`src/rtl/product_block_accumulator_if.sv`:
```
// Handshake bundle between a product source, the block accumulator and its result consumer.
// The master modport is the driving side; the slave modport is the accumulator.
interface product_block_accumulator_if #(
  parameter int unsigned IN_WIDTH  = 36,
  parameter int unsigned ACC_WIDTH = 44,
  parameter int unsigned CNT_WIDTH = 5
);
  logic                 in_valid;
  logic [IN_WIDTH-1:0]  in_data;
  logic                 in_ready;
  logic                 out_valid;
  logic [ACC_WIDTH-1:0] out_data;
  logic                 out_overflow;
  logic                 out_ready;
  logic [CNT_WIDTH-1:0] beat_count;

  modport master (
    output in_valid,
    output in_data,
    input  in_ready,
    input  out_valid,
    input  out_data,
    input  out_overflow,
    output out_ready,
    input  beat_count
  );

  modport slave (
    input  in_valid,
    input  in_data,
    output in_ready,
    output out_valid,
    output out_data,
    output out_overflow,
    input  out_ready,
    output beat_count
  );
endinterface

```
`src/rtl/product_block_accumulator.sv`:
```
// Sums COUNT accepted product beats into a saturating wide accumulator and hands each
// block sum to a one-entry output register with its own valid/ready handshake.
module product_block_accumulator #(
  parameter int unsigned IN_WIDTH  = 36,
  parameter int unsigned ACC_WIDTH = 44,
  parameter int unsigned COUNT     = 16,
  parameter int unsigned CNT_WIDTH = 5
) (
  input logic                      clock,
  input logic                      reset,
  product_block_accumulator_if.slave bus
);

  localparam logic [0:0] StIdle  = 1'b0;
  localparam logic [0:0] StAccum = 1'b1;

  localparam logic [CNT_WIDTH-1:0] LastBeat = CNT_WIDTH'(COUNT - 1);
  localparam logic [CNT_WIDTH-1:0] CntOne   = CNT_WIDTH'(1);

  logic [0:0]           state_q, state_d;
  logic [ACC_WIDTH-1:0] acc_q, acc_d;
  logic [CNT_WIDTH-1:0] cnt_q, cnt_d;
  logic                 ovf_q, ovf_d;
  logic                 out_valid_q, out_valid_d;
  logic [ACC_WIDTH-1:0] out_data_q, out_data_d;
  logic                 out_ovf_q, out_ovf_d;

  logic [ACC_WIDTH:0]   in_ext;
  logic [ACC_WIDTH:0]   sum_wide;
  logic [ACC_WIDTH-1:0] sat_sum;
  logic                 sat_flag;
  logic                 last_beat;
  logic                 accept;

  assign last_beat = (cnt_q == LastBeat);
  // Only the completing beat needs the output slot, so only it can be stalled.
  assign bus.in_ready = !(last_beat && out_valid_q && !bus.out_ready);
  assign accept       = bus.in_valid && bus.in_ready;

  assign bus.out_valid    = out_valid_q;
  assign bus.out_data     = out_data_q;
  assign bus.out_overflow = out_ovf_q;
  assign bus.beat_count   = cnt_q;

  always_comb begin
    in_ext                = '0;
    in_ext[IN_WIDTH-1:0]  = bus.in_data;
    sum_wide              = {1'b0, acc_q} + in_ext;
  end

  // Running value after this beat; a sticky flag keeps the block pinned at all ones.
  always_comb begin
    sat_sum  = sum_wide[ACC_WIDTH-1:0];
    sat_flag = 1'b0;
    if (state_q == StIdle) begin
      sat_sum  = in_ext[ACC_WIDTH-1:0];
      sat_flag = 1'b0;
    end else if (sum_wide[ACC_WIDTH] || ovf_q) begin
      sat_sum  = '1;
      sat_flag = 1'b1;
    end
  end

  always_comb begin
    state_d     = state_q;
    acc_d       = acc_q;
    cnt_d       = cnt_q;
    ovf_d       = ovf_q;
    out_valid_d = out_valid_q;
    out_data_d  = out_data_q;
    out_ovf_d   = out_ovf_q;

    if (out_valid_q && bus.out_ready) begin
      out_valid_d = 1'b0;
    end

    if (accept) begin
      if (last_beat) begin
        // Completion may coincide with a pop; the new result simply takes the slot.
        out_valid_d = 1'b1;
        out_data_d  = sat_sum;
        out_ovf_d   = sat_flag;
        acc_d       = '0;
        cnt_d       = '0;
        ovf_d       = 1'b0;
        state_d     = StIdle;
      end else begin
        acc_d   = sat_sum;
        cnt_d   = cnt_q + CntOne;
        ovf_d   = sat_flag;
        state_d = StAccum;
      end
    end
  end

  always_ff @(posedge clock) begin
    if (reset) begin
      state_q     <= StIdle;
      acc_q       <= '0;
      cnt_q       <= '0;
      ovf_q       <= 1'b0;
      out_valid_q <= 1'b0;
      out_data_q  <= '0;
      out_ovf_q   <= 1'b0;
    end else begin
      state_q     <= state_d;
      acc_q       <= acc_d;
      cnt_q       <= cnt_d;
      ovf_q       <= ovf_d;
      out_valid_q <= out_valid_d;
      out_data_q  <= out_data_d;
      out_ovf_q   <= out_ovf_d;
    end
  end

endmodule
```
`src/flat_wrapper.sv`:
```
// flat-port wrapper written by rule: the top's interface ports become plain ports
module product_block_accumulator_flat 
#(
  parameter int unsigned IN_WIDTH  = 36,
  parameter int unsigned ACC_WIDTH = 44,
  parameter int unsigned COUNT     = 16,
  parameter int unsigned CNT_WIDTH = 5
)
  (clock, reset, bus_in_valid, bus_in_data, bus_in_ready, bus_out_valid, bus_out_data, bus_out_overflow, bus_out_ready, bus_beat_count);
  product_block_accumulator_if #(.IN_WIDTH(IN_WIDTH), .ACC_WIDTH(ACC_WIDTH), .CNT_WIDTH(CNT_WIDTH)) bus_i ();
  input logic clock;
  input logic reset;
  input wire logic [$bits(bus_i.in_valid)-1:0] bus_in_valid;
  input wire logic [$bits(bus_i.in_data)-1:0] bus_in_data;
  output wire logic [$bits(bus_i.in_ready)-1:0] bus_in_ready;
  output wire logic [$bits(bus_i.out_valid)-1:0] bus_out_valid;
  output wire logic [$bits(bus_i.out_data)-1:0] bus_out_data;
  output wire logic [$bits(bus_i.out_overflow)-1:0] bus_out_overflow;
  input wire logic [$bits(bus_i.out_ready)-1:0] bus_out_ready;
  output wire logic [$bits(bus_i.beat_count)-1:0] bus_beat_count;
  assign bus_i.in_valid = bus_in_valid;
  assign bus_i.in_data = bus_in_data;
  assign bus_in_ready = bus_i.in_ready;
  assign bus_out_valid = bus_i.out_valid;
  assign bus_out_data = bus_i.out_data;
  assign bus_out_overflow = bus_i.out_overflow;
  assign bus_i.out_ready = bus_out_ready;
  assign bus_beat_count = bus_i.beat_count;
  product_block_accumulator #(.IN_WIDTH(IN_WIDTH), .ACC_WIDTH(ACC_WIDTH), .COUNT(COUNT), .CNT_WIDTH(CNT_WIDTH)) u_core (.clock(clock), .reset(reset), .bus(bus_i));
endmodule
```
`config.mk`:
```
export PLATFORM = sky130hd
export DESIGN_NAME = product_block_accumulator_flat
export DESIGN_NICKNAME = d
export VERILOG_FILES = /design/src/rtl/product_block_accumulator_if.sv /design/src/rtl/product_block_accumulator.sv /design/src/flat_wrapper.sv
export SDC_FILE = /design/constraint.sdc
export NUM_CORES = 1
export LEC_CHECK = 0
export BUFFER_PORTS_ARGS = -buffer_cell sky130_fd_sc_hd__clkbuf_2
export CAP_MARGIN = 10
export CORE_ASPECT_RATIO = 1.5
export CORE_MARGIN = 2
export CORE_UTILIZATION = 30
export DETAILED_ROUTE_END_ITERATION = 16
export PLACE_DENSITY = 0.5
export SLEW_MARGIN = 20
export SYNTH_ARGS = -nofsm -noshare
export SYNTH_HDL_FRONTEND = slang
export SYNTH_SLANG_ARGS = --single-unit
```
`constraint.sdc`:
```
create_clock -name clock -period 3.23 [get_ports clock]
set_clock_uncertainty 0.2 [all_clocks]
set_input_delay 0.323 -clock clock [delete_from_list [all_inputs] [get_ports clock]]
set_output_delay 0.323 -clock clock [all_outputs]
set_load 0.01 [all_outputs]
```
==> impl_metrics.csv, run 1 <==
group,metric,value,unit
run_status,outcome,"complete, no violations",
setup_path,cp_data_arrival_time,3.08,ns
setup_path,reg2reg_to,"u_core.acc_q[18]$_SDFFE_PP0P_",
cells_and_area,fin_cells,1115,
hold_path,min-delay-start,"bus_in_valid",
synthesis,synthMuxAreaShare,0.331,%
hold_path,hold_end,"u_core.bus.out_valid$_SDFF_PP0_",
drt,via_per_inst,5.12,
synthesis,ys_ff_latch,97,
sta,holdWs,0.0795,ns
synthesis,synth-simple-area-share,19.2,%
cts,clk_latency,0.36,ns
floorplan,fp.dieArea,0.0213,mm2
drt,drc_errors,0,
floorplan,dieHeight,178,um
drt,ant_nets,0,
cts,clock_path_buffers,2,
sta,finalHoldViolCount,0,
cts,numCtsBuffers,9,
cts,clk_pin_slew,0.08,ns
power,p_per_area,432,mW/mm2
drt,first_pass_iters,4,
floorplan,io_pins,92,
grt,antenna_found_initial,0,
cells_and_area,drive_gt1_share,26.0,%
synthesis,synth-compound-area-share,30.9,%
flow_run,cap_violations,0,
synthesis,synth_top_family_by_area,"compound AO/OA/AOI/OAI gates",
setup_path,worstSetupPathType,"reg2reg",
place,dp.cells,1098,
cts,cts_tree,"yes",
drt,wl_per_cell,16.8,um
grt,grt_remaining_overflow,0,
setup_path,cp-startpoint,"u_core.acc_q[0]$_SDFFE_PP0P_",
place,port_buffers,91,
floorplan,core,0.0198,mm2
sta,layout_setup_ws,0.195,ns
synthesis,synth_top_cell_area_share,32.1,%
place,dp_worst_setup_slack,-0.0378,ns
cts,ctsHoldBuffers,0,
cells_and_area,antenna_cells,0,
cells_and_area,most-common-layout-cells,"nand2_1 (101), dfxtp_1 (97), clkbuf_2 (91)",
sta,period_minus_slack,3.03,ns
sta,worst_slew_pin_slew,0.518,ns
synthesis,ys_top_cells_by_area,"dfxtp_1 (32%), ha_1 (7.7%), nand2_1 (6.3%)",
cells_and_area,fillCellCount,2077,
grt,grt_max_degree,29,
synthesis,ys.flop_type,"dfxtp_1",
synthesis,synth_cell_types,78,
sta,rsz0062_at_grt,"no",
cts,clock_sinks,97,
cells_and_area,layout-area-overhead-vs-synth,22.6,%
cts,clockRootBuffer,"clkbuf_16",
drt,drtIter0Drc,190,
sta,slew_viol_final,0,
sta,fin_crit_sh,93.9,%
synthesis,synth_nets,807,
place,place_congestion,0.861,
drt,drt_wl_total,18.7,mm
sta,max_slew_margin,65.5,%
floorplan,die_x,120,um
floorplan,row_count,63,
setup_path,r2r_slack,0.20,ns
power,p_leak,3.22,nW
synthesis,ys_seq_area_share,32.1,%
setup_path,crit_path_end_kind,"register",
synthesis,synth_warnings,0,
drt,vias,5712,
place,dpl.hpwl,14.7,mm
grt,grt_pass1_vias,5730,
power,ir_drop,0.202,mV
grt,grt_pass1_wl,29.6,mm
setup_path,cp_data_required_time,3.28,ns
hold_path,hold_depth,3,
setup_path,r2r_cells,13,
synthesis,synthesis.area,0.00605,mm2
synthesis,async_reset_ff_share,0,%
cts,htreeDepth,3,
synthesis,synth-xor-area-share,5.36,%
cells_and_area,nNetsFinal,928,
synthesis,synthAdderAreaFrac,7.98,%
setup_path,rr_startpoint,"u_core.acc_q[0]$_SDFFE_PP0P_",
grt,grt.total_usage,17.7,%
setup_path,start_kind,"register",
hold_path,hp-class,"in2reg",
synthesis,syn_area_per_cell,8.30,um2
synthesis,synth_edf_count,0,
sta,max_freq,330,MHz
synthesis,synth_top_cell_by_area,"dfxtp_1",
setup_path,critPathMaxFanout,4,
synthesis,synthCells,729,
cells_and_area,final_common_cell,"nand2_1",
sta,finalSetupViolCount,0,
floorplan,initial_core_util,30.6,%
[power breakdown]
group / internal, W / leakage [nW] / switching [W]
clock: 0.000562 / 0.144 / 0.000537
combinational: 0.000358 / 2.29 / 0.000486
sequential: 0.00124 / 0.789 / 0.0000276
[synth_stat cells (2+ instances only)]
library cell / count
and3_1: 7
a21o_1: 17
a211oi_2: 2
a31oi_1: 5
o22ai_1: 15
nand2_1: 101
o21ai_0: 30
buf_2: 10
nand4_1: 9
xor2_1: 20
dfxtp_1: 97
o31ai_1: 6
or2_2: 17
nor2_1: 47
o211ai_1: 3
ha_1: 37
nand3_1: 13
a21oi_1: 59
a31oi_2: 2
nor2b_1: 6
o21bai_1: 6
and2_1: 4
a32o_1: 28
nor3_1: 10
clkbuf_1: 23
a21boi_0: 6
or3_1: 2
a221o_1: 3
inv_1: 13
a22o_1: 10
o21ai_1: 33
nand2b_1: 3
mux2i_1: 2
buf_1: 2
a211oi_1: 3
o21a_1: 7
a211o_1: 3
buf_6: 5
a21oi_2: 8
xnor2_1: 17
[worst max path at each step]
| stage | cells after the start | endpoint | slack, ns |
|---|---|---|---|
| 2_1_floorplan | 11 | u_core.acc_q[34]$_SDFFE_PP0P_ | 0.24 |
| 3_3_place_gp | 14 | u_core.bus.out_data[18]$_SDFFE_PP0P_ | 0.007 |
| 3_5_place_dp | 14 | u_core.acc_q[18]$_SDFFE_PP0P_ | -0.04 |
| 4_1_cts | 13 | u_core.acc_q[18]$_SDFFE_PP0P_ | 0.07 |
| 5_1_grt | 13 | u_core.acc_q[18]$_SDFFE_PP0P_ | 0.003 |
| 6_report | 13 | u_core.acc_q[18]$_SDFFE_PP0P_ | 0.20 |
[repair_timing]
| action | 4_1_cts | 5_1_grt |
|---|---|---|
| resized for setup | 0 | 2 |
| setup buffers | 0 | 1 |
| endpoints found under the setup margin | 0 | 49 |
[flip-flops by register name, summed over array words and instances, names as in the netlist]
name / cells
u_core.bus.beat_count: 5
u_core.bus.out_overflow: 1
u_core.bus.out_valid: 1
u_core.bus.out_data: 44
u_core.acc_q: 44
u_core.ovf_q: 1
u_core.state_q: 1
[critical path, stage by stage (launching register included)]
cell      delay (ns)
dfxtp_1         0.32
ha_1            0.20
fa_1            0.41
a21oi_2         0.17
nor2_1          0.11
o21ai_1         0.19
o21ai_1         0.15
a211oi_4        0.29
buf_4           0.19
o21ai_4         0.07
nor2_4          0.12
buf_4           0.15
nand2_1         0.09
a32o_1          0.25
[cell type report]
cell class | count | area (um2) | share of cell area [%]
clock inverters | 6 | 61.3 | 0.827
inverters | 13 | 48.8 | 0.658
multi-input cells | 578 | 3880 | 52.3
flip-flops and latches | 97 | 1940 | 26.2
clock buffers | 10 | 239 | 3.22
repair buffers | 151 | 918 | 12.4
well taps | 260 | 325 | 4.39
[layer usage]
metal | wire, um | global-route usage, %
met1 | 7980 | 20.3
met2 | 9910 | 33.2
met3 | 539 | 2.76
met4 | 285 | 5.34
met5 | 0 | 0
[logic make-up after synthesis]
family,after synthesis
AOI/OAI and AO/OA,264
and+or+nand+nor,237
DFF,97
buffers and inverters,54
adders and majority gates,38
xor gates and xnor gates,37
muxes,2
[metrics by stage]
step	TNS, ns	cell area, um2	total power, W	util [%]
after floorplan	0	6050	0.00186	-
after global placement	0	7100	0.00213	35.9
after detailed placement	-0.237	7100	0.00213	35.9
after CTS	0	7400	0.00324	37.4
after global routing	0	7420	0.00338	37.5
final	0	7420	0.00321	37.5
(Power assumes the default switching activity.)
==> run 2, diff against run 1 <==
--- a/config.mk
+++ b/config.mk
@@ -9,9 +9,9 @@
 export CAP_MARGIN = 10
 export CORE_ASPECT_RATIO = 1.5
 export CORE_MARGIN = 2
-export CORE_UTILIZATION = 30
+export CORE_UTILIZATION = 58
 export DETAILED_ROUTE_END_ITERATION = 16
-export PLACE_DENSITY = 0.5
+export PLACE_DENSITY = 0.83
 export SLEW_MARGIN = 20
 export SYNTH_ARGS = -nofsm -noshare
 export SYNTH_HDL_FRONTEND = slang
==> run 2 against run 1 <==
Effect of this change: total power decreased by 2.3%; final area decreased by 4.8%; non-clock buffer count decreased by 27; wire length decreased by 6.3%; cell count decreased by 15%; register-to-register slack got worse by 0.03 ns; utilization increased by 32 points; sequential share of layout area increased by 1.3 points; first-iteration DRC count increased by 120%; via count increased by 4.7%; sequential power about the same; critical path type unchanged.
==> impl_metrics.csv, run 2 (same netlist as run 1, synthesis figures left out) <==
group,metric,value,unit
cts,post_cts_resize_count,0,
cts,clk_latency,0.35,ns
drt,drtIter0Drc,410,
setup_path,crit_family,"compound AO/OA/AOI/OAI gates",
sta,max_freq,326,MHz
floorplan,fp.dieArea,0.0113,mm2
place,place_congestion,0.942,
place,dp_worst_setup_slack,-0.0505,ns
sta,max_slew_margin,47.8,%
grt,antenna_found_initial,0,
floorplan,die_x,87.4,um
sta,slew_viol_final,0,
floorplan,io_pins,92,
flow_run,cap_violations,0,
sta,finalHoldViolCount,0,
power,p_per_area,443,mW/mm2
drt,top_layer,"met4",
cells_and_area,most-common-layout-cells,"nand2_1 (101), dfxtp_1 (97), clkbuf_2 (91)",
drt,vias,5980,
place,dpl.hpwl,13.1,mm
setup_path,worstPathCellList,"ha_1 > fa_1 > a21oi_2 > nor2_1 > o21ai_2 > a31oi_2 > a311oi_2 > nand3b_4 > nor3b_2 > nor4_4 > o31ai_1",
power,ir_drop,0.284,mV
sta,fin_crit_sh,94.9,%
setup_path,worstSetupPathType,"reg2reg",
setup_path,crit_buf_inv,0,
cells_and_area,nNetsFinal,901,
cts,ctsHoldBuffers,0,
drt,via_per_inst,6.33,
sta,worst_slew_pin_slew,0.783,ns
cts,numCtsBuffers,9,
setup_path,cp_data_arrival_time,3.13,ns
floorplan,core,0.0101,mm2
cts,clk_pin_slew,0.07,ns
setup_path,cp_slowest_cell,"fa_1",
cts,clockRootBuffer,"clkbuf_16",
drt,drt_wl_total,17.5,mm
floorplan,dieHeight,129,um
cells_and_area,antenna_cells,0,
setup_path,critPathMaxFanout,3,
drt,wl_per_cell,18.5,um
place,port_buffers,91,
cells_and_area,layout-area-overhead-vs-synth,16.7,%
drt,wl_met2,9.32,mm
setup_path,start_kind,"register",
setup_path,cp_data_required_time,3.30,ns
cts,clock_sinks,97,
grt,grt_max_degree,45,
sta,finalSetupViolCount,0,
floorplan,initial_core_util,59.7,%
drt,route.met3.wl,840,um
cells_and_area,drive_gt1_share,24.0,%
sta,layout_setup_ws,0.164,ns
cts,clock_path_buffers,2,
drt,ant_nets,0,
floorplan,row_count,45,
setup_path,cpPeakStageDelay,0.42,ns
sta,period_minus_slack,3.07,ns
setup_path,crit_path_end_kind,"register",
drt,wl_met1,6.78,mm
grt,grt_pass1_wl,28.1,mm
cells_and_area,fillCellCount,859,
power,p_leak,3.10,nW
sta,tns,0,ns
grt,grt.total_usage,31.4,%
grt,grt_pass1_vias,6033,
hold_path,hp-class,"in2reg",
cts,cts_setup_buffers,0,
run_status,outcome,"complete, no violations",
cts,htreeDepth,3,
cts,cts_tree,"yes",
drt,drc_errors,0,
cells_and_area,final_common_cell,"nand2_1",
drt,first_pass_iters,5,
grt,grt_remaining_overflow,0,
-- run 2: cell types whose count changed in the layout (fill, tap and decap cells not counted), sizes merged --
| cell | delta |
|---|---|
| buf | -27 |
| clkbuf | -1 |
| clkinv | -1 |
| inv | +2 |
-- run 2: routing by layer --
layer,vias to the layer above,track usage [%]
met5,-,0
met4,0,14.7
met3,50,4.46
met2,211,58.2
met1,2840,34.3
li1,2879,-
-- run 2: metrics by stage --
step / power [W] / utilization (%) / cells / area (um2) / hold WS, ns
final: 0.00313 / 69.7 / 945 / 7060 / 0.0812
after global routing: 0.00327 / 69.7 / 945 / 7060 / 0.108
after CTS: 0.00312 / 69.3 / 945 / 7020 / 0.0797
after detailed placement: 0.00208 / 66.4 / 929 / 6730 / 0.243
after global placement: 0.00206 / 66.4 / 929 / 6730 / 0.234
after floorplan: 0.00186 / - / 729 / 6050 / 0.229
-- run 2: where the power goes --
group | switching [W] | leakage [nW] | internal, W | total [W]
logic | 0.000480 | 2.17 | 0.000332 | 0.000812
clock network | 0.000512 | 0.139 | 0.000539 | 0.00105
registers | 0.0000318 | 0.789 | 0.00124 | 0.00127
total | 0.00102 | 3.10 | 0.00211 | 0.00313
-- run 2: worst min-delay path, cell delays in order --
cell	delay, ns
clkbuf_2	0.12
a21oi_1	0.07
nor2_1	0.08
-- run 2: final timing paths --
path                                        from                                    to  slack, ns  cells past startpoint
max                 u_core.acc_q[0]$_SDFFE_PP0P_  u_core.bus.out_data[34]$_SDFFE_PP0P_       0.16                     11
min                                 bus_in_valid       u_core.bus.out_valid$_SDFF_PP0_       0.08                      3
max reg2reg         u_core.acc_q[0]$_SDFFE_PP0P_  u_core.bus.out_data[34]$_SDFFE_PP0P_       0.16                     11
min reg2reg  u_core.bus.out_data[6]$_SDFFE_PP0P_   u_core.bus.out_data[6]$_SDFFE_PP0P_       0.26                      2
-- run 2: cell type report --
cell class,count,area [um2],share of cell area [%]
multi-input combinational,578,3910,55.3
timing repair buffer,124,728,10.3
clock inverter,7,62.6,0.886
sequential,97,1940,27.5
clock buffer,9,225,3.19
tap,117,146,2.07
inverter,13,48.8,0.691
==> run 3, diff against run 2 <==
--- a/config.mk
+++ b/config.mk
@@ -9,9 +9,9 @@
 export CAP_MARGIN = 10
 export CORE_ASPECT_RATIO = 1.5
 export CORE_MARGIN = 2
-export CORE_UTILIZATION = 58
+export CORE_UTILIZATION = 46
 export DETAILED_ROUTE_END_ITERATION = 16
-export PLACE_DENSITY = 0.83
+export PLACE_DENSITY = 0.69
 export SLEW_MARGIN = 20
 export SYNTH_ARGS = -nofsm -noshare
 export SYNTH_HDL_FRONTEND = slang
==> run 3 against run 2 <==
Effect of this change: flip-flop and latch count did not move; total power up 0.35%; via count down 0.82%; first-iteration DRC count decreased by 29%; fmax is 1.5% lower; wire length increased by 0.53%; register-to-register slack worse by 0.05 ns; final area rose by 0.83%; critical endpoint is now u_core.acc_q[38]$_SDFFE_PP0P_; largest cell class unchanged; largest power group unchanged; highest routed layer unchanged.
==> impl_metrics.csv, run 3 (same netlist as run 1, synthesis figures left out) <==
group,metric,value,unit
run_status,outcome,"complete, no violations",
power,p_leak,3.11,nW
setup_path,start_kind,"register",
sta,holdWs,0.0705,ns
cts,clk_pin_slew,0.08,ns
drt,via_per_inst,5.98,
setup_path,cp_data_required_time,3.28,ns
cts,numCtsBuffers,9,
place,dpl.hpwl,13.5,mm
cells_and_area,final_core_util,55.2,%
grt,grt.total_usage,24.6,%
place,place_congestion,1.00,
cells_and_area,fillCellCount,1246,
cells_and_area,antenna_cells,0,
grt,grt_pass1_wl,28.4,mm
sta,finalHoldViolCount,0,
cts,clk_latency,0.35,ns
setup_path,worstSetupPathType,"reg2reg",
cells_and_area,layout-area-overhead-vs-synth,17.7,%
floorplan,dieHeight,144,um
drt,drt_wl_total,17.6,mm
setup_path,cp_data_arrival_time,3.16,ns
sta,tns,0,ns
floorplan,io_pins,92,
power,ir_drop,0.255,mV
cts,clock_path_buffers,2,
power,p_per_area,441,mW/mm2
setup_path,cpPeakStageDelay,0.34,ns
floorplan,row_count,51,
setup_path,critPathMaxFanout,9,
sta,finalSetupViolCount,0,
setup_path,crit_path_end_kind,"register",
hold_path,hp-class,"in2reg",
cells_and_area,most-common-layout-cells,"nand2_1 (101), dfxtp_1 (97), clkbuf_2 (91)",
grt,antenna_found_initial,0,
drt,first_pass_iters,4,
cells_and_area,nNetsFinal,905,
setup_path,cp_slowest_cell,"dfxtp_1",
grt,grt_max_degree,28,
sta,max_slew_margin,51.0,%
drt,drc_errors,0,
setup_path,cpMostUsedCell,"o21ai_1",
sta,worst_slew_pin_slew,0.735,ns
flow_run,cap_violations,0,
sta,period_minus_slack,3.11,ns
floorplan,initial_core_util,46.9,%
cells_and_area,drive_gt1_share,23.9,%
place,port_buffers,91,
cts,cts_tree,"yes",
floorplan,fp.dieArea,0.0141,mm2
cts,clockRootBuffer,"clkbuf_16",
grt,grt_pass1_vias,6005,
floorplan,core,0.0129,mm2
floorplan,die_x,97.6,um
drt,vias,5931,
setup_path,crit_buf_inv,1,
setup_path,worstPathCellList,"ha_1 > fa_1 > a21oi_2 > nor2_1 > o21ai_1 > o21ai_1 > a211oi_4 > buf_4 > o21bai_4 > nand3_2 > a21o_1 > a211o_1",
drt,wl_per_cell,17.8,um
cells_and_area,final_common_cell,"nand2_1",
cts,ctsHoldBuffers,0,
sta,max_freq,321,MHz
power,p_total,0.00314,W
cts,htreeDepth,3,
drt,ant_nets,0,
grt,grt_remaining_overflow,0,
cts,clock_sinks,97,
sta,slew_viol_final,0,
sta,fin_crit_sh,96.3,%
setup_path,crit_family,"compound AO/OA/AOI/OAI gates",
drt,drtIter0Drc,291,
[run 3: cell count changes in the layout (fill, tap and decap cells not counted), sizes merged]
cell | previous run | this run
buf | 33 | 37
[run 3: per-stage QoR]
step | setup WS, ns | std cells | area (um2)
after CTS | 0.0845 | 990 | 7100
final | 0.118 | 991 | 7120
after floorplan | 0.242 | 729 | 6050
after global routing | -0.00745 | 991 | 7120
after detailed placement | -0.0295 | 974 | 6810
after global placement | 0.0442 | 974 | 6810
[run 3: path summary, 6_finish.rpt]
check | startpoint | endpoint | cells past startpoint | slack (ns)
worst max-delay path | u_core.acc_q[0]$_SDFFE_PP0P_ | u_core.acc_q[38]$_SDFFE_PP0P_ | 12 | 0.12
worst min register to register | u_core.acc_q[15]$_SDFFE_PP0P_ | u_core.acc_q[15]$_SDFFE_PP0P_ | 2 | 0.25
worst max register to register | u_core.acc_q[0]$_SDFFE_PP0P_ | u_core.acc_q[38]$_SDFFE_PP0P_ | 12 | 0.12
worst min-delay path | bus_in_valid | u_core.bus.out_valid$_SDFF_PP0_ | 3 | 0.07
[run 3: area by class of cell]
class | instances | area [um2] | share of cell area [%]
clock buffer | 9 | 225 | 3.16
clock inverter | 7 | 70.1 | 0.984
inverter | 13 | 48.8 | 0.685
multi-input combinational | 578 | 3880 | 54.4
sequential | 97 | 1940 | 27.3
tap | 159 | 199 | 2.79
timing repair buffer | 128 | 758 | 10.7
[run 3: worst register-to-register path, stage by stage, from the launching register on]
cell	delay (ns)
dfxtp_1	0.34
ha_1	0.20
fa_1	0.25
a21oi_2	0.08
nor2_1	0.27
o21ai_1	0.13
o21ai_1	0.31
a211oi_4	0.12
buf_4	0.18
o21bai_4	0.28
nand3_2	0.15
a21o_1	0.21
a211o_1	0.28
[run 3: layer usage]
layer  wire [um]  vias to the layer above  track usage, %
met2        9260                      187            45.9
li1            -                     2874               -
met4         588                        0            11.1
met3         906                       44            4.16
met1        6860                     2826            27.1
met5           0                        -               0
[run 3: report_power, final]
| part | total [W] | switching (W) | internal (W) | leakage, nW |
|---|---|---|---|---|
| Clock | 0.00107 | 0.000529 | 0.000545 | 0.142 |
| Sequential | 0.00127 | 0.0000308 | 0.00124 | 0.789 |
| Combinational | 0.000802 | 0.000475 | 0.000326 | 2.18 |
[run 3: what timing repair did]
action,CTS,global route
resized for setup,0,2
endpoints found under the setup margin,0,40
buffers inserted,0,1
